[src/rtl/fetch_controller.sv]
// rtl/fetch_controller.sv - instruction fetch sequencer: run/step/stall/halt-drain control
//
// Purpose:
//   Owns the fetch enable, the one-hot PC redirect selects and the
//   post-redirect NOP squash. Sequences run, single-step, stall and
//   halt-drain for the pipeline. Counts enabled cycles and fetched
//   (non-squashed) instructions for debug readout.
//
// Ports:
//   i_clock        system clock, rising edge
//   i_reset        asynchronous active-low reset
//   i_run          pulse, IDLE -> RUN
//   i_step         pulse, IDLE -> STEP (one fetch slot)
//   i_clear        pulse, DONE -> IDLE, zeroes counters
//   i_stall        hazard stall, suppresses fetch this cycle
//   i_halt_instr   HALT decoded in the instruction just fetched
//   i_branch       branch-taken request
//   i_jump_inm     J/JAL request
//   i_jump_rs      JR/JALR request
//   o_valid        fetch stage enable
//   o_pipe_enable  enable for stages downstream of fetch
//   o_branch       gated branch select
//   o_jump_inm     gated immediate-jump select
//   o_jump_rs      gated register-jump select
//   o_nop_reg      fetch issues a NOP instead of memory data
//   o_state        FSM state code
//   o_done         high in DONE
//   o_err          sticky, multiple redirects in one accepted cycle
//   o_cycle_count  cycles with o_pipe_enable=1
//   o_instr_count  cycles with o_valid=1 and o_nop_reg=0

module fetch_controller #(
  parameter int NB_CNT       = 32,
  parameter int NOP_SLOTS    = 1,
  parameter int DRAIN_CYCLES = 4
) (
  input  logic              i_clock,
  input  logic              i_reset,
  input  logic              i_run,
  input  logic              i_step,
  input  logic              i_clear,
  input  logic              i_stall,
  input  logic              i_halt_instr,
  input  logic              i_branch,
  input  logic              i_jump_inm,
  input  logic              i_jump_rs,
  output logic              o_valid,
  output logic              o_pipe_enable,
  output logic              o_branch,
  output logic              o_jump_inm,
  output logic              o_jump_rs,
  output logic              o_nop_reg,
  output logic [2:0]        o_state,
  output logic              o_done,
  output logic              o_err,
  output logic [NB_CNT-1:0] o_cycle_count,
  output logic [NB_CNT-1:0] o_instr_count
);

  typedef enum logic [2:0] {
    IDLE  = 3'd0,
    RUN   = 3'd1,
    STEP  = 3'd2,
    DRAIN = 3'd3,
    DONE  = 3'd4
  } state_t;

  localparam logic [2:0]        NOP_INIT   = 3'(NOP_SLOTS);
  localparam logic [3:0]        DRAIN_LAST = 4'(DRAIN_CYCLES - 1);
  localparam logic [NB_CNT-1:0] CNT_ONE    = NB_CNT'(1);

  state_t      state;
  state_t      state_next;
  logic [2:0]  nop_cnt;
  logic [3:0]  drain_cnt;
  logic        pipe_en;
  logic        err;
  logic        accept;
  logic        take;
  logic        halt_accept;
  logic        redirect_any;
  logic        redirect_multi;
  logic        fetching;

  // Fetch runs only in RUN/STEP and only when decode is not stalling.
  assign fetching    = (state == RUN || state == STEP) && !i_stall;
  assign o_valid     = fetching;
  assign o_nop_reg   = (nop_cnt != 3'd0);

  // An accept cycle is a real (non-squashed) fetch; requests are only
  // honoured here, and a HALT in the same slot drops any redirect.
  assign accept      = fetching && !o_nop_reg;
  assign halt_accept = accept && i_halt_instr;
  assign take        = accept && !i_halt_instr;

  assign redirect_any   = i_jump_rs || i_jump_inm || i_branch;
  assign redirect_multi = (i_jump_rs && i_jump_inm) || (i_jump_rs && i_branch) ||
                          (i_jump_inm && i_branch);

  // One-hot select with jump_rs > jump_inm > branch priority.
  assign o_jump_rs  = take && i_jump_rs;
  assign o_jump_inm = take && !i_jump_rs && i_jump_inm;
  assign o_branch   = take && !i_jump_rs && !i_jump_inm && i_branch;

  assign o_pipe_enable = pipe_en;
  assign o_state       = state;
  assign o_done        = (state == DONE);
  assign o_err         = err;

  // State register
  always_ff @(posedge i_clock or negedge i_reset) begin
    if (!i_reset) begin
      state <= IDLE;
    end else begin
      state <= state_next;
    end
  end

  // Next-state logic
  always_comb begin
    state_next = IDLE;
    case (state)
      IDLE: begin
        if (i_run) begin
          state_next = RUN;
        end else if (i_step) begin
          state_next = STEP;
        end else begin
          state_next = IDLE;
        end
      end
      RUN: begin
        state_next = halt_accept ? DRAIN : RUN;
      end
      STEP: begin
        // The step slot is consumed once it issues, squashed or not.
        if (halt_accept) begin
          state_next = DRAIN;
        end else if (fetching) begin
          state_next = IDLE;
        end else begin
          state_next = STEP;
        end
      end
      DRAIN: begin
        state_next = (drain_cnt == DRAIN_LAST) ? DONE : DRAIN;
      end
      DONE: begin
        state_next = i_clear ? IDLE : DONE;
      end
      default: begin
        state_next = IDLE;
      end
    endcase
  end

  // Downstream enable is a flop that tracks the state it will be in,
  // so it lines up cycle-for-cycle with the state register.
  always_ff @(posedge i_clock or negedge i_reset) begin
    if (!i_reset) begin
      pipe_en <= 1'b0;
    end else begin
      pipe_en <= (state_next == RUN) || (state_next == STEP) || (state_next == DRAIN);
    end
  end

  // Drain length counter
  always_ff @(posedge i_clock or negedge i_reset) begin
    if (!i_reset) begin
      drain_cnt <= 4'd0;
    end else if (state == DRAIN) begin
      drain_cnt <= drain_cnt + 4'd1;
    end else begin
      drain_cnt <= 4'd0;
    end
  end

  // Squash counter: loaded on an accepted redirect, decremented only on
  // slots that actually issue (stalled cycles keep the window open).
  always_ff @(posedge i_clock or negedge i_reset) begin
    if (!i_reset) begin
      nop_cnt <= 3'd0;
    end else if (halt_accept) begin
      nop_cnt <= 3'd0;
    end else if (take && redirect_any) begin
      nop_cnt <= NOP_INIT;
    end else if (fetching && o_nop_reg) begin
      nop_cnt <= nop_cnt - 3'd1;
    end
  end

  // Sticky multiple-redirect error
  always_ff @(posedge i_clock or negedge i_reset) begin
    if (!i_reset) begin
      err <= 1'b0;
    end else if (take && redirect_multi) begin
      err <= 1'b1;
    end
  end

  // Debug counters, free-wrapping
  always_ff @(posedge i_clock or negedge i_reset) begin
    if (!i_reset) begin
      o_cycle_count <= '0;
      o_instr_count <= '0;
    end else if (state == DONE && i_clear) begin
      o_cycle_count <= '0;
      o_instr_count <= '0;
    end else begin
      if (pipe_en) begin
        o_cycle_count <= o_cycle_count + CNT_ONE;
      end
      if (accept) begin
        o_instr_count <= o_instr_count + CNT_ONE;
      end
    end
  end

endmodule

[config.mk]
export PLATFORM = sky130hd
export DESIGN_NAME = fetch_controller
export DESIGN_NICKNAME = d
export VERILOG_FILES = /design/src/rtl/fetch_controller.sv
export SDC_FILE = /design/constraint.sdc
export NUM_CORES = 1
export LEC_CHECK = 0
export ABC_AREA = 1
export BUFFER_PORTS_ARGS = -buffer_cell sky130_fd_sc_hd__clkbuf_2
export CORE_MARGIN = 5
export CORE_UTILIZATION = 57
export CTS_CLUSTER_SIZE = 8
export DETAILED_ROUTE_END_ITERATION = 12
export PLACE_DENSITY = 0.86
export SLEW_MARGIN = 20
export SYNTH_ARGS = -nofsm -noshare
export SYNTH_HDL_FRONTEND = slang
export SYNTH_SLANG_ARGS = --single-unit
[constraint.sdc]
create_clock -name i_clock -period 1.9 [get_ports i_clock]
set_clock_uncertainty 0.1 [all_clocks]
set_input_delay 0.19 -clock i_clock [delete_from_list [all_inputs] [get_ports i_clock]]
set_output_delay 0.19 -clock i_clock [all_outputs]
set_load 0.005 [all_outputs]
After elaboration in Yosys (flattened, before gate mapping)
Index checks and enable logic that the tools add are counted.
{ "op_classes": {"n_reduce_logical": 33, "add_sub_neg": 4, "muxes": 16, "eq_ne": 8} }
{ "ops": {"columns": ["op", "count"], "rows": [
  ["$mux W32", 4],
  ["$add A32 B1 Y32 const B", 2],
  ["$mux W3", 6],
  ["$logic_and A1 B1 Y1", 16],
  ["$pmux W3 S5", 1],
  ["$eq A3 B2 Y1 const B", 4],
  ["$mux W2", 4],
  ["$logic_or A1 B1 Y1", 7],
  ["$eq A3 B1 Y1 const B", 2],
  ["$reduce_bool A3 Y1", 2],
  ["$logic_not A1 Y1", 5],
  ["$add A4 B1 Y4 const B", 1],
  ["$eq A4 B2 Y1 const B", 1],
  ["$mux W4", 1],
  ["$reduce_bool A2 Y1", 2],
  ["$eq A3 B3 Y1 const B", 1],
  ["$logic_not A3 Y1", 1],
  ["$sub A3 B1 Y3 const B", 1]
]} }
{ "totals": {"ff_bits": 76, "elab_cells": 68, "input_bits": 10, "out_inout_bits": 75} }

Logic depth before layout (Yosys ltp)
Gate-level depths: netlist of the first run.
{ "depth": {"ltp_word": 10, "ltp_mapped": 10, "depth_no_buf": 10} }

Worst setup path after synthesis of the first run
No wires, ideal clock.
{ "synth_timing": {"path_type": "reg-to-reg", "start": "register o_instr_count[0]", "end": "register o_instr_count[16]", "setup_slack_ns": 0.368, "setup_ns": 0.118, "path_stages_with_launch": 9, "n_path_buf": 0, "arrival_time_ns": 1.314, "path_cell_list": "dfrtp_1 > ha_1 > inv_1 > nor2_4 > nand2_2 > nor2_1 > or2_2 > nand4_1 > nand2_1"} }
{ "synth_between": {"elab_chain_cells": 3} }
{ "synth_rtl": {"columns": ["element", "line", "rtl"], "rows": [
  ["from (decl)", "57", "output logic [NB_CNT-1:0] o_instr_count"],
  ["from (signal assigned)", "214", "o_instr_count <= o_instr_count + CNT_ONE;"],
  ["$add A32 B1 Y32", "214", null],
  ["$mux W32", "213", "if (accept) begin"],
  ["$mux W32", "206", "end else if (state == DONE && i_clear) begin"]
]} }
No other way between the ends. The select of a mux whose other input is x is not followed.
A chain may end at the register's enable or synchronous reset.

Worst setup path in the final report of the first run
{ "layout_timing": {"start": "register state[1] (netlist: o_state[1])", "end": "output port o_jump_inm"} }
{ "layout_between": {"elab_chain_cells": 7, "word_cells_on_any_way": 8} }
{ "layout_rtl": {"columns": ["element", "line", "rtl"], "rows": [
  ["from (decl)", "72", "state_t state;"],
  ["from (signal assigned)", "115", "state <= state_next;"],
  ["$eq A3 B1 Y1 / $eq A3 B2 Y1 (equally long branches)", "86", "assign fetching = (state == RUN || state == STEP) && !i_stall;"],
  ["$logic_or A1 B1 Y1 *", "86", null],
  ["$logic_and A1 B1 Y1 *", "86", null],
  ["$logic_and A1 B1 Y1 *", "92", "assign accept = fetching && !o_nop_reg;"],
  ["$logic_and A1 B1 Y1 *", "94", "assign take = accept && !i_halt_instr;"],
  ["$logic_and A1 B1 Y1 * (2 in a row)", "102", "assign o_jump_inm = take && !i_jump_rs && i_jump_inm;"],
  ["to (decl)", "50", "output logic o_jump_inm,"]
]} }
Every way passes the cells marked *; elsewhere a longest branch is shown, timed or not.

==> impl_results.md, run 1 <==
* Number of clock sinks at 76
* Async set-or-reset flop fraction in the synthesized netlist at 100.0%
* Met3 wire length at 950 um
* Die area at 10270 um2
* Final period utilization at 95.83%
* IO Pins at 85
* Overall Power at 0.005265 W
* Number of port buffers at 84
* Total CTS buffers at 9
* Largest net degree at the start of global routing at 35
* R2r worst-path depth at 9
* Filler cells at 723
* Routability cong. at 0.9507
* Critical R2R Launch: nop_cnt[0]$_DFFE_PN0P_
* Final worst slack at 0.07914 ns
* Fin crit period at 1.821 ns
* Critical path arrival at 1.53 ns
* Max-cap viol count at 0
* Area of the multi-input gates at 2487 um2
* Overall routed net length at 13.15 mm
* CTS tree: yes
* Buffer and inverter count on the worst path at 3
* Number of synthesized register bits at 76
* Syn. warnings at 0
* DRT iter0 DRCs at 403
* Main synth FF type: dfrtp_1
* Initial antenna violation count at 0
* Final hold violation count at 0
* Metal2 WL at 6.256 mm
* M1 wire length at 5.677 mm
* Crit path max fanout at 5
* Mapped Cells at 716
* Max IR drop VDD at 734.0 uV
* Synth top area share at 40.00%
* DR vias at 5089
* Hold crit path type: in2reg
* Drt via density at 5.508
* Yosys top cell by area: dfrtp_1
* DP Worst Slack at 0.1274 ns
* Antenna-violating nets left at 0
* # H-tree levels at 3
* Crit. End Element: output pin
* Max Freq at 0.5492 GHz
* Antenna Diode Count at 0
* Sequential-to-total area share from yosys stat at 40.00%
* Starting Density at 58.16%
* Vias in the first global route at 4800
* Highest Signal Layer: met4
* Post-Syn Nets at 731
* Max Root-Sink Buffers at 2
* Post-route DRC at 0
* 1st-pass router iterations at 5
* CORE AREA at 8175 um2
* Synth Area per Inst at 6.640 um2
* Layout cell share with drive strength beyond 1 at 18.44%
* Synth top area cells: dfrtp_1, nand2_1, nor2_1
* Slowest cell on crit path: dfrtp_1
* CP Class: reg2out
* Fin Setup TNS at 0 ns
* Worst Setup SP: o_state[1]$_DFF_PN0_
* Global-route usage over all layers at 26.01%
* Post-DR wirelength/cell at 14.23 um
* Clock Pin Slew Worst Setup and Hold Paths at 0.08 ns
* Hpwl dp at 9.780 mm
* Critical path depth at 8
* Relative slew slack at 68.30%
* Power Density at 938.4 nW/um2
* Netlist Area Pre-Place at 4755 um2
* CP Launch Type: flip-flop
* Placed Cells incl. Taps at 901
* GRT overflow at 0
* Chip Width at 101.3 um
* Sequential Area at 1903 um2
* Area growth syn-to-layout at 18.00%
* Die Ht at 101.3 um
* Status: finished, final reports clean
* Netlist cell types at 36
* Post-synth EDFFs at 0
* Setup-failing EPs final at 0
* Global-route wire length before repair at 21.63 mm
* Slowest stage delay, CP at 0.42 ns
* Worst setup path end: o_jump_inm
* R2R Path End: o_instr_count[2]$_DFFE_PN0P_
* Setup slack, reg-to-reg at 0.13 ns
* Site Rows at 33
* Top Family by Delay on Critical Path: simple AND/OR/NAND/NOR gates
* Fin cells at 924
* Nets at 829
* Root Driver: clkbuf_8
* Worst-margin pin slew at 0.4755 ns
* CP required at 1.61 ns
* Clk_lat worst skew at 0.36 ns
* Fin. max-slew vios at 0
* Critical path, cell by cell: inv_1 -> nand3_1 -> nand2_2 -> nand3_4 -> inv_4 -> nand2_4 -> nor2_2 -> clkbuf_2
* Leakage power at 2.865 nW
## routing by layer
metal  track usage, %  up-vias
met5                0        -
met4            10.33        0
met3            3.512       30
met2            43.06      219
met1            34.59     2388
li1                 -     2452
## placed cells by master, fill, tap and decap left out, types with 2 or more instances in the layout
cell type / count
clkinv_1: 2
nand2_1: 238
a21oi_1: 15
o31ai_1: 2
nand3b_1: 2
nand2_2: 8
ha_1: 3
inv_1: 80
nand4_1: 27
nor2_1: 127
nor3_1: 12
o21ai_0: 16
nand3_1: 41
nor2_2: 8
clkbuf_2: 83
dlygate4sd3_1: 2
nand3_2: 2
and3_1: 2
o21bai_1: 2
nor2_4: 6
clkbuf_8: 11
xor2_1: 3
o21ai_1: 7
ha_4: 2
inv_2: 7
nor3b_1: 3
or2_2: 2
buf_4: 12
dfrtp_1: 75
clkinv_2: 2
## cells in the mapped netlist (2+ instances only)
| library cell | number |
|---|---|
| o21bai_1 | 2 |
| o31ai_1 | 2 |
| and3_1 | 2 |
| nand3_1 | 41 |
| nor2_4 | 6 |
| inv_2 | 7 |
| nor2_2 | 7 |
| buf_2 | 7 |
| inv_1 | 81 |
| a21oi_1 | 15 |
| dfrtp_1 | 76 |
| nor3b_1 | 3 |
| nand3_2 | 2 |
| nand3b_1 | 2 |
| nand2_2 | 7 |
| xor2_1 | 3 |
| o21ai_0 | 16 |
| ha_1 | 5 |
| buf_4 | 4 |
| o21ai_1 | 7 |
| or2_2 | 2 |
| nor3_1 | 12 |
| nand2_1 | 240 |
| clkinv_1 | 2 |
| nand4_1 | 27 |
| nor2_1 | 128 |
## what timing repair did
item / in CTS / in global routing
buffers inserted: 1 / 4
pin swaps: 3 / 2
gates resized for setup: 6 / 4
endpoints found under the hold margin: 33 / 0
hold buffers: 2 / 0
endpoints found under the setup margin: 3 / 24
## logic make-up after synthesis
logic type      Yosys count  share of synthesized area (%)
simple gates            482                          43.89
buf+inv                 101                          8.474
fa+ha+maj                 5                          1.316
flops                    76                          40.00
xor+xnor                  4                         0.7370
compound gates           48                          5.579
## state kept, by name, indices dropped and copies added (netlist names)
register and cells:
drain_cnt 4, nop_cnt 3, o_cycle_count 32, o_err 1
o_instr_count 32, o_pipe_enable 1, o_state 3
## final cells by class
| type | instances | area share, % |
|---|---|---|
| clock buffers | 12 | 2.765 |
| clock inverters | 4 | 0.8475 |
| inverters | 90 | 6.066 |
| multi-input cells | 539 | 44.34 |
| flip-flops and latches | 76 | 33.92 |
| well taps | 105 | 2.342 |
| repair buffers | 98 | 9.723 |
## tightest hold or removal path, stage by stage
cell      delay (ns)
clkbuf_2        0.10
nand2_1         0.10
nand2_1         0.08
## power by group
part	leakage [nW]	total [W]	internal, W	switching [W]
clock network	0.102	0.00129	0.000675	0.000615
registers	0.997	0.00229	0.00190	0.000390
logic	1.77	0.00169	0.000656	0.00103
total	2.86	0.00526	0.00323	0.00204
## how the worst min path moves through the flow
stage	endpoint	startpoint	cells after the start	slack, ns
3_3_place_gp	o_cycle_count[20]$_DFFE_PN0P_	i_reset	1	0.07
5_1_grt	o_state[1]$_DFF_PN0_	i_halt_instr	3	0.07
2_1_floorplan	drain_cnt[0]$_DFF_PN0_	i_reset	0	-0.21
6_report	o_state[1]$_DFF_PN0_	i_halt_instr	3	0.05
3_5_place_dp	o_cycle_count[21]$_DFFE_PN0P_	i_reset	1	0.07
4_1_cts	nop_cnt[1]$_DFFE_PN0P_	i_halt_instr	4	0.05
## through the flow
step,area (um2),hold WS (ns),utilization [%]
after floorplan,4755,-0.2056,-
after global placement,5311,0.06811,64.97
after detailed placement,5311,0.07482,64.97
after CTS,5557,0.04932,67.97
after global routing,5610,0.07120,68.63
final,5610,0.05292,68.63
Note: power is estimated with default switching activity, not from simulation.
==> run 2, diff against run 1 <==
Settings changed: CORE_MARGIN 5 to 8.
==> impl_results.md, run 2 (same netlist as run 1, synthesis figures left out) <==
* Post-route DRC at 0 (unchanged)
* Placed Cells incl. Taps at 904 (+0.33%)
* Slowest cell on crit path: dfrtp_1
* Hold crit path type: in2reg
* Power Density at 962.7 nW/um2 (+2.6%)
* DR vias at 5015 (-1.5%)
* DRT iter0 DRCs at 343 (-15%)
* Global-route wire length before repair at 21.38 mm (-1.1%)
* Critical path, cell by cell: inv_1 -> nand3_1 -> nand2_2 -> nand3_4 -> inv_4 -> nand2_4 -> nor2_1 -> clkbuf_2
* Fin. max-slew vios at 0 (unchanged)
* Overall Power at 0.005414 W (+2.8%)
* Buffer and inverter count on the worst path at 3 (unchanged)
* Number of clock sinks at 76 (unchanged)
* Overall routed net length at 12.92 mm (-1.7%)
* Final worst slack at 0.03084 ns (-0.04830 ns)
* Area after DPL at 5321 um2 (+0.19%)
* Largest net degree at the start of global routing at 44 (+26%)
* CTS tree: yes
* Total CTS buffers at 9 (unchanged)
* Final period utilization at 98.38% (+2.5 points)
* Design area at 5624 um2 (+0.25%)
* Antenna-violating nets left at 0 (unchanged)
* Layout cell share with drive strength beyond 1 at 18.64% (+0.20 points)
* Root Driver: clkbuf_8
* Leakage power at 2.883 nW (+0.64%)
* Setup-failing EPs final at 0 (unchanged)
* Fin cells at 926 (+0.22%)
* Relative slew slack at 64.65% (-3.6 points)
* DP Worst Slack at 0.1537 ns (+0.02627 ns)
* Global-route usage over all layers at 22.59% (-3.4 points)
* Crit path max fanout at 5 (unchanged)
* Max IR drop VDD at 869.5 uV (+18%)
* Critical path arrival at 1.58 ns (+0.05 ns)
* Post-DR wirelength/cell at 13.95 um (-1.9%)
* Commonest non-fill, non-tap cell in the layout: nand2_1
* Max Root-Sink Buffers at 2 (unchanged)
* Worst-margin pin slew at 0.5302 ns (+0.05463 ns)
* Die area at 11520 um2 (+12%)
* # H-tree levels at 3 (unchanged)
* Number of port buffers at 84 (unchanged)
* Crit. End Element: output pin
* Clock Pin Slew Worst Setup and Hold Paths at 0.08 ns (about the same)
* Starting Density at 58.45% (+0.30 points)
* Area growth syn-to-layout at 18.29%
* CORE AREA at 8134 um2 (-0.51%)
* CP Class: reg2out
* Site Rows at 33 (unchanged)
* CP required at 1.61 ns (about the same)
* Status: finished, final reports clean
* Routability cong. at 0.9978 (+5.0%)
* Clk_lat worst skew at 0.35 ns (about the same)
* Largest regs: o_cycle_count x32, o_instr_count x32, drain_cnt x4
* Vias in the first global route at 4772 (-0.58%)
* Die Ht at 107.3 um (+5.9%)
* CP Launch Type: flip-flop
* GRT overflow at 0 (unchanged)
* Nets at 831 (+0.24%)
* Hpwl dp at 9.727 mm (-0.54%)
* 1st-pass router iterations at 5 (unchanged)
* Most frequent cells in the layout: nand2_1, nor2_1, clkbuf_2
* Final hold violation count at 0 (unchanged)
* Top Family by Delay on Critical Path: simple AND/OR/NAND/NOR gates
* Max-cap viol count at 0 (unchanged)
* Util after Layout at 69.14% (+0.52 points)
* Antenna Diode Count at 0 (unchanged)
* Slowest stage delay, CP at 0.42 ns (about the same)
* Drt via density at 5.416 (-1.7%)
* Fin crit period at 1.869 ns (+0.04830 ns)
* Max Freq at 0.5350 GHz (-2.6%)
* IO Pins at 85 (unchanged)
* Initial antenna violation count at 0 (unchanged)
* Chip Width at 107.3 um (+5.9%)
run 2: cell types whose count changed in the layout (fill, tap and decap cells not counted), sizes merged:
cell / before / now
bufinv: 1 / 2
clkinv: 4 / 6
buf: 13 / 17
clkinvlp: 1 / 0
clkbuf: 95 / 91
run 2: where the power goes:
group	switching, W	internal, W
combinational	0.00106	0.000686
clock	0.000620	0.000776
sequential	0.000378	0.00189
run 2: final timing paths:
check | cells after the start | slack, ns | start | end
worst max-delay path | 8 | 0.03 | o_state[1]$_DFF_PN0_ | o_jump_rs
worst min register to register | 1 | 0.37 | drain_cnt[0]$_DFF_PN0_ | drain_cnt[0]$_DFF_PN0_
worst max register to register | 9 | 0.07 | nop_cnt[0]$_DFFE_PN0P_ | o_instr_count[2]$_DFFE_PN0P_
max in group asynchronous | 3 | 0.82 | i_reset | o_instr_count[7]$_DFFE_PN0P_
min in group asynchronous | 2 | 0.25 | i_reset | o_cycle_count[21]$_DFFE_PN0P_
worst min-delay path | 3 | 0.06 | i_halt_instr | o_state[1]$_DFF_PN0_
run 2: stage by stage:
stage | hold WS [ns] | setup TNS [ns]
3_5_place_dp | 0.1102 | 0
3_3_place_gp | 0.1026 | 0
5_1_grt | 0.08266 | -0.1289
2_1_floorplan | -0.2056 | 0
4_1_cts | 0.04794 | 0
6_report | 0.06122 | 0
run 2: repair_timing:
| action | CTS | global route |
|---|---|---|
| setup buffers | 1 | 3 |
| endpoints found under the setup margin | 3 | 5 |
| hold buffers | 2 | 0 |
| resized for setup | 2 | 8 |
| hold endpoints to repair | 41 | 0 |
| pin swaps | 1 | 2 |
run 2: worst min-delay path, stage by stage:
cell	delay, ns
clkbuf_2	0.11
nand2_1	0.10
nand2_1	0.08
run 2: cell type report:
cell class	instances	area, um2
fill	676	2510
multi-input combinational	539	2477
sequential	76	1902
timing repair buffer	100	548.0
inverter	90	340.3
clock buffer	10	137.6
tap	105	131.4
clock inverter	6	87.58
run 2: metal layers:
metal	share of wire (%)	vias to the layer above	global-route usage, %	wire length [um]
met3	8.1	31	4.910	1047
li1	-	2455	-	-
met2	45	211	35.53	5831
met4	2.7	0	10.60	344
met1	44	2318	29.04	5696
met5	0	-	0	0
